$ cat src/rtl/wts_channel_sequencer_pkg.sv
// Shared definitions for the wave table sound channel sequencer:
// state encoding, default channel count and an index-width helper.
package wts_channel_sequencer_pkg;

  localparam int SCC_CHANNELS = 6;

  localparam logic [0:0] ST_IDLE = 1'b0;
  localparam logic [0:0] ST_SCAN = 1'b1;

  // Smallest width w with 2**w >= n (minimum 1).
  function automatic int clog2(input int n);
    int r;
    r = 1;
    for (int i = 1; i < 31; i++)
      if ((1 << r) < n) r = i + 1;
    return r;
  endfunction

endpackage

$ cat src/rtl/wts_channel_sequencer_field_mux.sv
// Combinational indexed field select from a flat channel register bus.
// Indices without a backing channel return zero.
module wts_field_mux #(
  parameter int CHANNELS = 6,
  parameter int BITS     = 8,
  parameter int IDX_W    = 3
) (
  input  logic [CHANNELS*BITS-1:0] reg_flat,
  input  logic [IDX_W-1:0]         idx,
  output logic [BITS-1:0]          field
);

  always_comb begin
    field = '0;
    for (int k = 0; k < CHANNELS; k++)
      if (idx == IDX_W'(k)) field = reg_flat[k*BITS +: BITS];
  end

endmodule

$ cat src/rtl/wts_channel_sequencer.sv
// Time-multiplexed channel sequencer: one start walks channels 0..CHANNELS-1,
// one per clock, registering each field with channel tag, valid and last flag.
module wts_channel_sequencer
  import wts_channel_sequencer_pkg::*;
#(
  parameter int BITS     = 8,
  parameter int CHANNELS = SCC_CHANNELS,
  parameter int IDX_W    = clog2(CHANNELS)
) (
  input  logic                     clk,
  input  logic                     reset,
  input  logic                     start,
  input  logic                     hold,
  input  logic [CHANNELS-1:0]      ch_enable,
  input  logic [CHANNELS*BITS-1:0] reg_flat,
  output logic                     busy,
  output logic [IDX_W-1:0]         active,
  output logic [BITS-1:0]          result,
  output logic [IDX_W-1:0]         result_ch,
  output logic                     result_valid,
  output logic                     result_last
);

  localparam logic [IDX_W-1:0] LAST_IDX = IDX_W'(CHANNELS - 1);

  logic [0:0]              state;
  logic [CHANNELS-1:0]     snap;
  logic [(1<<IDX_W)-1:0]   snap_ext;
  logic [BITS-1:0]         sel;

  // Pad the enable snapshot to the full index space so lookups never go out of range.
  always_comb begin
    snap_ext                 = '0;
    snap_ext[CHANNELS-1:0]   = snap;
  end

  wts_field_mux #(.CHANNELS(CHANNELS), .BITS(BITS), .IDX_W(IDX_W)) u_mux (
    .reg_flat (reg_flat),
    .idx      (active),
    .field    (sel)
  );

  assign busy = (state == ST_SCAN);

  always_ff @(posedge clk) begin
    if (reset) begin
      state        <= ST_IDLE;
      active       <= '0;
      snap         <= '0;
      result       <= '0;
      result_ch    <= '0;
      result_valid <= 1'b0;
      result_last  <= 1'b0;
    end else begin
      case (state)
        ST_IDLE: begin
          result_valid <= 1'b0;
          result_last  <= 1'b0;
          if (start) begin
            state  <= ST_SCAN;
            active <= '0;
            snap   <= ch_enable;
          end
        end
        default: begin
          if (hold) begin
            result_valid <= 1'b0;
            result_last  <= 1'b0;
          end else begin
            // Disabled channels still consume their slot; only valid is suppressed.
            result       <= sel;
            result_ch    <= active;
            result_valid <= snap_ext[active];
            result_last  <= (active == LAST_IDX);
            if (active == LAST_IDX) begin
              state  <= ST_IDLE;
              active <= '0;
            end else begin
              active <= active + 1'b1;
            end
          end
        end
      endcase
    end
  end

endmodule

$ cat config.mk
export PLATFORM = sky130hd
export DESIGN_NAME = wts_channel_sequencer
export DESIGN_NICKNAME = d
export VERILOG_FILES = /design/src/rtl/wts_channel_sequencer_pkg.sv /design/src/rtl/wts_channel_sequencer_field_mux.sv /design/src/rtl/wts_channel_sequencer.sv
export SDC_FILE = /design/constraint.sdc
export NUM_CORES = 1
export LEC_CHECK = 0
export BUFFER_PORTS_ARGS = -buffer_cell sky130_fd_sc_hd__buf_2
export CAP_MARGIN = 20
export CELL_PAD_IN_SITES_DETAIL_PLACEMENT = 1
export CELL_PAD_IN_SITES_GLOBAL_PLACEMENT = 2
export CORE_UTILIZATION = 23
export DETAILED_ROUTE_END_ITERATION = 7
export PLACE_DENSITY_LB_ADDON = 0.1
export SYNTH_ARGS = -nofsm -noshare
export SYNTH_HDL_FRONTEND = slang
export SYNTH_SLANG_ARGS = --single-unit
export TNS_END_PERCENT = 30
$ cat constraint.sdc
create_clock -name clk -period 3 [get_ports clk]
set_clock_uncertainty 0.15 [all_clocks]
set_input_delay 0.3 -clock clk [delete_from_list [all_inputs] [get_ports clk]]
set_output_delay 0.3 -clock clk [all_outputs]
set_load 0.01 [all_outputs]
==> results.cfg <==
[synthesis]
syn_nets = 212
syn_area_um2 = 1309
synth-main-ff-cell = dfxtp_1
synth-edff-count = 0
synth_area_leaders = dfxtp_1 (35%), mux2i_1 (6.9%), a22oi_1 (6.9%)
yosysSeqAreaShare = 0.3518
synth_top_cell_area_share = 0.3518
ys_types = 32
synth-async-reset-ratio = 0
synth-seq-cells = 23
synth.most_common_cell = dfxtp_1
yosys_warnings = 0
ys_top_cells_by_count = dfxtp_1 (23), nor2_1 (16), nand2_1 (14)
synth_largest_area_cell = dfxtp_1
postSynthCellCount = 153
syn_avg_cell_area_um2 = 8.554

[global_routing]
grt_pass1_vias = 1443
grtUsageTotal = 0.1542
grt.overflow.total = 0
grt_pass1_wl_mm = 7.224
antenna_found_initial = 0
grt_max_degree = 28

[timing]
tightest_slew_ps = 745.3
setup_tns_ps = 0
rsz0062_at_grt = false
fin_crit_sh = 0.7354
worst_slack_ps = 793.9
slew_violations = 0
fin_crit_ps = 2206
setup_viol = 0
slew_headroom = 0.5021
hold_viol = 0
fmax_mhz = 453.3

[routing]
routed_wirelength_mm = 4.427
vias = 1383
vias_per_cell = 4.720
drt-initial-drc-count = 42
drtAntennaViolNets = 0
avgRoutedWirePerCell_um = 15.11
firstDrtPassIters = 4
drc = 0

[cells_and_area]
register_area_um2 = 460.4
diodes = 0
drive_above_1_share = 0.4118
finalNetCount = 281
fill_cells = 694
area_growth_pct = 34.51
multi_input_area_um2 = 774.5

[cts]
htreeDepth = 1
cts_hold_buf = 0
numCtsBuffers = 3
ctsRootBufferMaster = clkbuf_8
cts_resized = 0
clk_latency_ps = 270
clock-sinks = 23
post-cts-setup-buffer-count = 0
cts_tree = yes
clockBufferDepth = 2
clk_pin_slew_ps = 90

[pwr]
power.density_nw_per_um2 = 370.2
p_clk_frac = 0.307
finalPower_uw = 651.7
p_comb_frac = 0.195
p_sw_uw = 174.1
seqPwrFrac = 0.498
vdd_drop_max_uv = 195.2
power.internal_uw = 477.5
switching_share = 0.2672
power.leakage_uw = 0.0007932

[floorplan]
core_um2 = 5507
row_count = 27
die_h_um = 77.44
die-area_um2 = 5996
io_pins = 75
start_util = 0.2377
die_w_um = 77.44

[place]
globalplace.congestion = 0.7855
place_hpwl_mm = 3.453
pre_cts_ws_ps = 772.5
port_buffers = 74

[flow_run]
cap_violations = 0

[setup_path]
crit_fanout = 11
arrival_ps = 2250
startpoint_type = flip-flop
critPathTopFamily = simple AND/OR/NAND/NOR gates
slowest_stage = dfxtp_1
crit_type = flip-flop to flip-flop
worstPathCellList = inv_1 -> ha_1 -> nor4b_2 -> nand2_1 -> and3_1 -> o22ai_1
worstPathRequired_ps = 3040
critPathCaptureType = flip-flop
cpPeakStageDelay_ps = 520
path_buf_inv = 1

[min_path]
hp-class = input pin to flip-flop

[outcome]
status = finished, final reports clean
## through the flow
step	hold slack (ps)	instance area (um^2)	instances	util
after floorplan	221.6	1309	153	-
after global placement	295.2	1714	289	0.3113
after detailed placement	304.7	1714	289	0.3113
after CTS	110.6	1760	293	0.3197
after global routing	125.4	1760	293	0.3197
final	116.2	1760	293	0.3197
## power by group through the flow
stage               Combinational, uW  Clock [uW]  Sequential, uW
finish                            127         200             325
global route                      142         223             327
CTS                               129         210             325
detailed placement                128           0             332
global placement                  126           0             331
floorplan                        65.5           0             334
## area by class of cell
type                            instances  area share
Multi-Input combinational cell        117      0.4399
Sequential cell                        23      0.2615
Timing Repair Buffer                   76      0.2189
Tap cell                               72     0.05117
Clock buffer                            3     0.02345
Clock inverter                          1    0.002843
Inverter                                1    0.002132
## cells by family after synthesis
group,after synthesis,synth area share
mux,16,0.1377
flops,23,0.3518
fa+ha+maj,1,0.009559
simple gates,62,0.2553
buf+inv,13,0.05639
compound gates,38,0.1893
## per-layer routing
metal / vias to the layer above / track usage / part of all wire
met5: - / 0 / 0
met4: 0 / 0.03585 / 0.0070
met3: 4 / 0.03412 / 0.052
met2: 45 / 0.2850 / 0.52
met1: 646 / 0.1785 / 0.42
li1: 688 / - / -
## path summary, 6_finish.rpt
kind	from	to	slack, ps	cells past startpoint
max	active[2]$_SDFFE_PP0P_	result[7]$_SDFFE_PP0P_	790	6
min	ch_enable[1]	snap[1]$_SDFFE_PP0P_	120	3
max reg2reg	active[2]$_SDFFE_PP0P_	result[7]$_SDFFE_PP0P_	790	6
min reg2reg	result_ch[0]$_SDFFE_PP0P_	result_ch[0]$_SDFFE_PP0P_	310	2
## placed cells by master (no fill, tap or decap)
cell       instances
nand2_1           14
o21ai_0            7
and2_1             2
nor3_2             1
and3b_1            1
buf_2             74
nand4b_1           1
o22ai_1            6
nand2b_2           1
a2111oi_0          2
dfxtp_1           23
mux2_2             6
or2_4              1
nor4b_2            1
a21oi_1            7
mux4_2             1
a22oi_1           12
and3_1             8
ha_1               1
clkbuf_8           3
clkinv_2           1
nor2b_1           10
mux2i_1            9
nor2_1            16
nand2b_1           1
a211oi_1           2
buf_4              2
nor3b_1            2
nor3_1             3
o2bb2ai_1          2
inv_1              1
## registers in the layout (all words and copies together) (netlist names)
name / count
result: 8
snap: 6
active: 3
result_ch: 3
busy: 1
result_last: 1
result_valid: 1
## tightest hold or removal path, cell delays in order
cell,delay [ps]
buf_2,80
mux2i_1,60
nor2_1,70
Power figures use the tool's default switching activity.
